File: src/rtl/search_sched_pkg.sv
// Shared types and defaults for the search scheduler.
// Imported by the arbiter and the scheduler top.
package search_sched_pkg;

  localparam int DATA_W_DEF  = 8;
  localparam int ADDR_W_DEF  = 5;
  localparam int TIMEOUT_DEF = 64;

  typedef enum logic [1:0] {
    S_IDLE,
    S_START,
    S_WAIT,
    S_RESULT
  } sched_state_t;

endpackage

File: src/rtl/rr_arbiter2.sv
// Two-way round-robin arbiter.
// A tie goes to the requester that was not granted last.
module rr_arbiter2
  import search_sched_pkg::*;
(
  input  logic       clk,
  input  logic       Reset,
  input  logic [1:0] i_req,
  input  logic       i_update,
  output logic       o_id,
  output logic       o_valid
);

  logic r_last;

  always_comb begin
    o_valid = |i_req;
    unique case (i_req)
      2'b10:   o_id = 1'b1;
      2'b11:   o_id = ~r_last;
      default: o_id = 1'b0;
    endcase
  end

  always_ff @(posedge clk) begin
    if (Reset) begin
      r_last <= 1'b1;
    end else if (i_update && o_valid) begin
      r_last <= o_id;
    end
  end

endmodule

File: src/rtl/search_scheduler.sv
// Shares one binary-search engine between two requesters,
// sequencing Start/Done and aborting hung searches.
module search_scheduler
  import search_sched_pkg::*;
#(
  parameter int DATA_W  = DATA_W_DEF,
  parameter int ADDR_W  = ADDR_W_DEF,
  parameter int TIMEOUT = TIMEOUT_DEF
) (
  input  logic              clk,
  input  logic              Reset,
  input  logic [1:0]        req,
  input  logic [DATA_W-1:0] key0,
  input  logic [DATA_W-1:0] key1,
  output logic [1:0]        ack,
  output logic              eng_Start,
  output logic [DATA_W-1:0] eng_Input,
  output logic              eng_Reset,
  input  logic              eng_Ready,
  input  logic              eng_Done,
  input  logic              eng_Found,
  input  logic [ADDR_W-1:0] eng_Loc,
  output logic              res_valid,
  output logic              res_id,
  output logic              res_found,
  output logic              res_err,
  output logic [ADDR_W-1:0] res_loc
);

  localparam int WD_W = $clog2(TIMEOUT);
  localparam logic [WD_W-1:0] WD_LAST = WD_W'(TIMEOUT - 1);

  sched_state_t r_state;
  sched_state_t w_state_n;

  logic [WD_W-1:0]   r_wd;
  logic [1:0]        r_ack;
  logic              r_start;
  logic [DATA_W-1:0] r_key;
  logic              r_id;
  logic              r_abort;
  logic              r_valid;
  logic              r_res_id;
  logic              r_found;
  logic              r_err;
  logic [ADDR_W-1:0] r_loc;

  logic w_accept;
  logic w_take;
  logic w_timeout;
  logic w_arb_id;
  logic w_arb_valid;

  rr_arbiter2 u_arb (
    .clk      (clk),
    .Reset    (Reset),
    .i_req    (req),
    .i_update (w_accept),
    .o_id     (w_arb_id),
    .o_valid  (w_arb_valid)
  );

  always_ff @(posedge clk) begin
    if (Reset) begin
      r_state <= S_IDLE;
    end else begin
      r_state <= w_state_n;
    end
  end

  always_comb begin
    w_state_n = r_state;
    w_accept  = 1'b0;
    w_take    = 1'b0;
    w_timeout = 1'b0;
    unique case (r_state)
      S_IDLE: begin
        if (eng_Ready && w_arb_valid) begin
          w_accept  = 1'b1;
          w_state_n = S_START;
        end
      end
      S_START: w_state_n = S_WAIT;
      S_WAIT: begin
        if (eng_Done) begin
          w_take    = 1'b1;
          w_state_n = S_RESULT;
        end else if (r_wd == WD_LAST) begin
          w_timeout = 1'b1;
          w_state_n = S_RESULT;
        end
      end
      S_RESULT: w_state_n = S_IDLE;
      default:  w_state_n = S_IDLE;
    endcase
  end

  always_ff @(posedge clk) begin
    if (Reset) begin
      r_wd     <= '0;
      r_ack    <= '0;
      r_start  <= 1'b0;
      r_key    <= '0;
      r_id     <= 1'b0;
      r_abort  <= 1'b0;
      r_valid  <= 1'b0;
      r_res_id <= 1'b0;
      r_found  <= 1'b0;
      r_err    <= 1'b0;
      r_loc    <= '0;
    end else begin
      r_ack   <= w_accept ? (w_arb_id ? 2'b10 : 2'b01) : 2'b00;
      r_start <= (r_state == S_START);
      r_abort <= w_timeout;
      r_valid <= w_take | w_timeout;
      if (w_accept) begin
        r_id  <= w_arb_id;
        r_key <= w_arb_id ? key1 : key0;
      end
      // counting starts once the engine has actually seen Start
      if (r_state == S_START || r_start) begin
        r_wd <= '0;
      end else if (r_state == S_WAIT) begin
        r_wd <= r_wd + WD_W'(1);
      end
      if (w_take) begin
        r_res_id <= r_id;
        r_found  <= eng_Found;
        r_err    <= 1'b0;
        r_loc    <= eng_Found ? eng_Loc : '0;
      end else if (w_timeout) begin
        r_res_id <= r_id;
        r_found  <= 1'b0;
        r_err    <= 1'b1;
        r_loc    <= '0;
      end
    end
  end

  assign ack       = r_ack;
  assign eng_Start = r_start;
  assign eng_Input = r_key;
  assign eng_Reset = Reset | r_abort;
  assign res_valid = r_valid;
  assign res_id    = r_res_id;
  assign res_found = r_found;
  assign res_err   = r_err;
  assign res_loc   = r_loc;

endmodule

File: config.mk
export PLATFORM = sky130hd
export DESIGN_NAME = search_scheduler
export DESIGN_NICKNAME = d
export VERILOG_FILES = /design/src/rtl/search_sched_pkg.sv /design/src/rtl/rr_arbiter2.sv /design/src/rtl/search_scheduler.sv
export SDC_FILE = /design/constraint.sdc
export NUM_CORES = 1
export LEC_CHECK = 0
export ABC_AREA = 0
export BUFFER_PORTS_ARGS = -buffer_cell sky130_fd_sc_hd__buf_2
export CORE_MARGIN = 2
export CORE_UTILIZATION = 48
export DETAILED_ROUTE_END_ITERATION = 7
export HOLD_SLACK_MARGIN = 0.05
export PLACE_DENSITY_LB_ADDON = 0.15
export SLEW_MARGIN = 20
export SYNTH_ARGS = -nofsm -noshare
export SYNTH_HDL_FRONTEND = slang
export SYNTH_SLANG_ARGS = --single-unit
File: constraint.sdc
create_clock -name clk -period 1.8 [get_ports clk]
set_input_delay 0.27 -clock clk [delete_from_list [all_inputs] [get_ports clk]]
set_output_delay 0.27 -clock clk [all_outputs]
set_load 0.1 [all_outputs]
======== Word level (Yosys, flattened, before mapping) ========
Cells that the tools add are included.
word-level totals
  register bits after elaboration ......... 31
  output and inout bits ................... 21
  word-level logic and storage cells ...... 57
operators by class
  add/sub/neg operators ................... 1
  eq/ne operators ......................... 8
  multiplexer cells ....................... 21
  bitwise logic cells ..................... 4
  reduce and logical (&&, ||, !) cells .... 10
operators with widths
  kind                                                                    number
  5-bit two-way mux                                                       3
  1-bit two-way mux                                                       11
  2-bit equality test (second input constant)                             4
  2-bit two-way mux                                                       4
  8-bit two-way mux                                                       1
  2-bit one-hot mux with 4 select lines                                   1
  2-bit OR reduction                                                      4
  6-bit by 1-bit adder with 6-bit output (second input constant)          1
  6-bit equality test (second input constant)                             1
  3-bit != test (second input constant)                                   1
  2-bit by 1-bit equality test with 1-bit output (second input constant)  1
  1-bit logical AND                                                       2
  2-bit zero test                                                         1
  2-bit != test (second input constant)                                   1
  1-bit inverter                                                          2
  1-bit OR                                                                2
  1-bit one-hot mux with 2 select lines                                   1
  2-bit AND reduction                                                     1
  2-bit nonzero test                                                      1
  1-bit logical OR                                                        1

======== Longest topological paths before layout ========
  depth in word-level cells ............... 6
  gate-level depth with buffers ........... 7

======== By module ========
Synthesis repeated with hierarchy kept, for this count alone.
second synthesis, totals
  cells, all modules ...................... 144
  area total of the unflattened synthesis .. 1,331.3 um^2
modules (own cells, without submodules)
  module            times used  cells each  area an instance (um^2)
  search_scheduler  1           138         1,275.0
  rr_arbiter2       1           6           56.3

======== Worst setup path after synthesis ========
OpenSTA, ideal clock, no wires.
  path type ............................... flip-flop to flip-flop
  start point ............................. register r_start, in the netlist eng_Start
  end point ............................... register r_wd[0]
  arrival ................................. 1,363 ps
  required time ........................... 1,679 ps
  slack ................................... 316 ps
  stages on the path, launching flop included .. 4
  period minus slack after synthesis ...... 1,484 ps
  path through ............................ dfxtp_1 > or3_1 > clkbuf_1 > nor2_1
between the ends
  cells in the longest elaborated chain, start to end .. 2
RTL lines
  element                       RTL line                 text
  from (decl)                   search_scheduler.sv:38   logic r_start;
  from (signal assigned)        search_scheduler.sv:113  r_start <= (r_state == S_START);
  1-bit logical OR              search_scheduler.sv:121  if (r_state == S_START || r_start) begin
  2-bit OR reduction (no line)  --
  to (signal assigned)          search_scheduler.sv:124  r_wd <= r_wd + WD_W'(1);
  to (decl)                     search_scheduler.sv:36   logic [WD_W-1:0] r_wd;
No other way between the ends.
A chain may end at the register's enable or synchronous reset.

======== Worst setup path after layout ========
  start point ............................. register r_state[0]
  end point ............................... register r_loc[1], in the netlist res_loc[1]
between the ends
  cells in the longest elaborated chain, start to end .. 3
RTL lines
  element                                                  RTL line                 text
  from (decl)                                              search_scheduler.sv:33   sched_state_t r_state;
  from (signal assigned)                                   search_scheduler.sv:67   r_state <= w_state_n;
  2-bit equality test (*)                                  search_scheduler.sv:76   unique case (r_state)
  1-bit two-way mux                                        search_scheduler.sv:76
  5-bit two-way mux or 2-bit nonzero test (tied branches)  --
  to (signal assigned)                                     search_scheduler.sv:130  r_loc <= eng_Found ? eng_Loc : '0;
  to (decl)                                                search_scheduler.sv:46   logic [ADDR_W-1:0] r_loc;
Mark *: on every way between the ends. The rest lies on a longest branch, timed or not.

==> summary.txt <==
Status: completed
Synth Area in Compound Gates: 0.187
Slew Limit Fails: 0
Clock transition at path regs: 0.09 ns
Cell area after layout: 1630 sq um
Largest net degree at the start of global routing: 23
Fraction of layout instances using a drive strength above 1: 0.369
Final min period: 1.56 ns
Vias per std cell: 5.01
Critical hold path startpoint: eng_Loc[3]
Leak: 0.750 nW
Simple-gate share of the synthesized area: 0.156
Grt total ovfl: 0
Adder-Cell Fraction of Synth Area: 0.0469
Hold Crit Class: in -> reg
Mux contribution to synthesized area: 0.0750
Slowest stage cell, crit path: ha_1
Routed WL per cell: 11.9 microns
Hpwl dp: 1920 microns
R2R cell count: 5
Global-route wire length before repair: 4310 microns
Upper clock frequency limit: 0.641 GHz
Rows: 19
Remaining DRCs: 0
GP Congestion: 0.644
Slew margin rel.: 0.674
Die area: 3220 sq um
Syn Area/Cell: 10.3 sq um
Largest fanout on the critical path: 9
Nets: 213
Post-route clock period utilization: 0.866
Final hold violations: 0
Synthesis-stage register bit count: 31
Skew final: 0.00934 ns
R2r endpoint: res_loc[1]
Worst Path Arrival: 1.83 ns
Post-CTS Hold Buffers: 0
Syn Std Cell Area: 1330 sq um
Top FF cell, synth: dfxtp_1
CTS tree: built
R2R Path Start: r_state[0]
Startpoint Class: register
DRT Wirelength: 2500 microns
Worst Tran Pin Value: 0.493 ns
Setup Buffers After CTS: 0
Cell family with most CP delay: simple AND/OR/NAND/NOR gates
Hold EP: res_loc[3]
Worst skew pair latency: 0.32 ns
Post-route ant nets: 0
Initial core utilization: 0.497
TritonRoute pass-1 iters: 3
Overall via count from detail_route: 1052
H-tree Lvls: 2
Final TNS setup: 0 ns
First DRT Iteration DRCs: 21
Cells along the critical path: inv_1 > ha_1 > nand2b_1 > nor2_1 > a22o_1
Pwr dens: 1430 nW/um^2
Diodes inserted: 0
Worst R2R Setup Slack: 0.24 ns
RSZ-0062 raised after global routing: false
Initial antenna violation count: 0
Maximum buffer depth of the clock tree: 2
CP bufs+invs: 1
Vias in the first global route: 1055
WP data required: 2.07 ns
Maximum capacitance violations: 0
Number of synthesized flops with an enable pin: 0
Hold path depth: 2
Slowest stage delay, CP: 0.37 ns
Number of buffers inserted by port buffering: 48
Max IR drop VDD: 0.000920 V
Synth warn: 0
Largest family of logic cells by synthesized area: compound AO/OA/AOI/OAI gates
Num Clock Sinks: 31
Core area: 2690 sq um
Placed cell area: 1590 sq um
Design Power: 2.34 mW
Total Routing Usage GR: 0.172
# IOs: 49
Post-synthesis sequential area ratio: 0.465
Die Span Y: 56.7 microns
Post-CTS sizing: 0
Synth cell types: 35
Cells after Synth: 130
Syn Nets: 163
Area Overhead vs Synth: 22.4%
FFs w/ async S/R, synth: 0
Xor and xnor area share after synthesis: 0.0263
Crit. End Element: register
Endpoints failing setup: 0
Root buf cell: clkbuf_4
TritonCTS buffer count: 5
Die width: 56.7 microns
Kind of critical path: reg -> reg
Yosys cell counts, types with 3 or more instances:
master,count,area (sq um)
inv_1,4,15.0
ha_1,5,62.6
xor2_1,3,26.3
a211oi_1,7,52.6
a22o_1,5,43.8
dfxtp_1,31,621
a211oi_2,3,37.5
nand2_1,7,26.3
nor2_1,16,60.1
mux2i_1,10,100
nand2b_1,3,18.8
a21oi_1,5,25.0
worst reg2reg max path, stage by stage (launching register included):
cell and delay, ns:
dfxtp_1 0.34, inv_1 0.10, ha_1 0.37, nand2b_1 0.15, nor2_1 0.35, a22o_1 0.20
placed cells by master, fill, tap and decap left out, drive strengths merged, types with 3 or more instances in the layout:
| master | instances |
|---|---|
| a211oi | 10 |
| a21oi | 6 |
| a22o | 5 |
| buf | 49 |
| clkbuf | 6 |
| dfxtp | 31 |
| ha | 5 |
| inv | 4 |
| mux2i | 10 |
| nand2 | 7 |
| nand2b | 3 |
| nor2 | 17 |
| o21ai | 3 |
| xor2 | 3 |
cell type report:
class	instances	area (sq um)
repair buffers	49	263
multi-input cells	89	654
clock buffers	6	41.3
fillers	244	1050
inverters	4	15.0
well taps	31	38.8
flip-flops and latches	31	621
state kept, by name, indices dropped and copies added, names as in the netlist:
signal and cells:
res_valid 1, r_state 2, res_found 1, r_abort 1, eng_Input 8, r_id 1
eng_Start 1, u_arb.r_last 1, res_loc 5, ack 2, r_wd 6, res_id 1
res_err 1
kinds of logic (layout without fill, tap and decap cells):
group / after synthesis / count (layout)
buffers and inverters: 10 / 59
muxes: 10 / 10
adders and majority gates: 5 / 5
and+or+nand+nor: 40 / 40
xor gates and xnor gates: 4 / 4
AOI/OAI and AO/OA: 30 / 30
DFF: 31 / 31
power by group:
group | total, mW | internal, mW | leakage, nW | switching (mW)
registers | 0.856 | 0.795 | 0.252 | 0.0608
clock network | 0.353 | 0.139 | 0.0242 | 0.214
logic | 1.13 | 0.283 | 0.474 | 0.844
total | 2.34 | 1.22 | 0.750 | 1.12
through the flow:
step	worst slack, ns	hold slack [ns]	cells	utilization
after floorplan	0.316	0.348	130	-
after global placement	0.339	0.436	204	0.592
after detailed placement	0.237	0.459	204	0.592
after CTS	0.215	0.140	210	0.608
after global routing	0.0677	0.146	210	0.608
final	0.241	0.149	210	0.608
metal layers:
metal / part of all wire / vias up / track usage
met5: 0 / - / 0
met4: 0.019 / 0 / 0.0714
met3: 0.071 / 6 / 0.0668
met2: 0.46 / 34 / 0.286
met1: 0.45 / 461 / 0.196
li1: - / 551 / -
worst max-delay path by stage:
| stage | slack [ns] | cells past startpoint | startpoint | end |
|---|---|---|---|---|
| 4_1_cts | 0.22 | 5 | r_state[0] | res_loc[1] |
| 3_5_place_dp | 0.24 | 5 | r_state[0] | r_wd[5] |
| 2_1_floorplan | 0.32 | 3 | eng_Start | r_wd[0] |
| 5_1_grt | 0.07 | 5 | r_state[0] | res_loc[1] |
| 6_report | 0.24 | 5 | r_state[0] | res_loc[1] |
| 3_3_place_gp | 0.34 | 5 | r_state[0] | r_wd[5] |
Note: power is estimated with default switching activity, not from simulation.
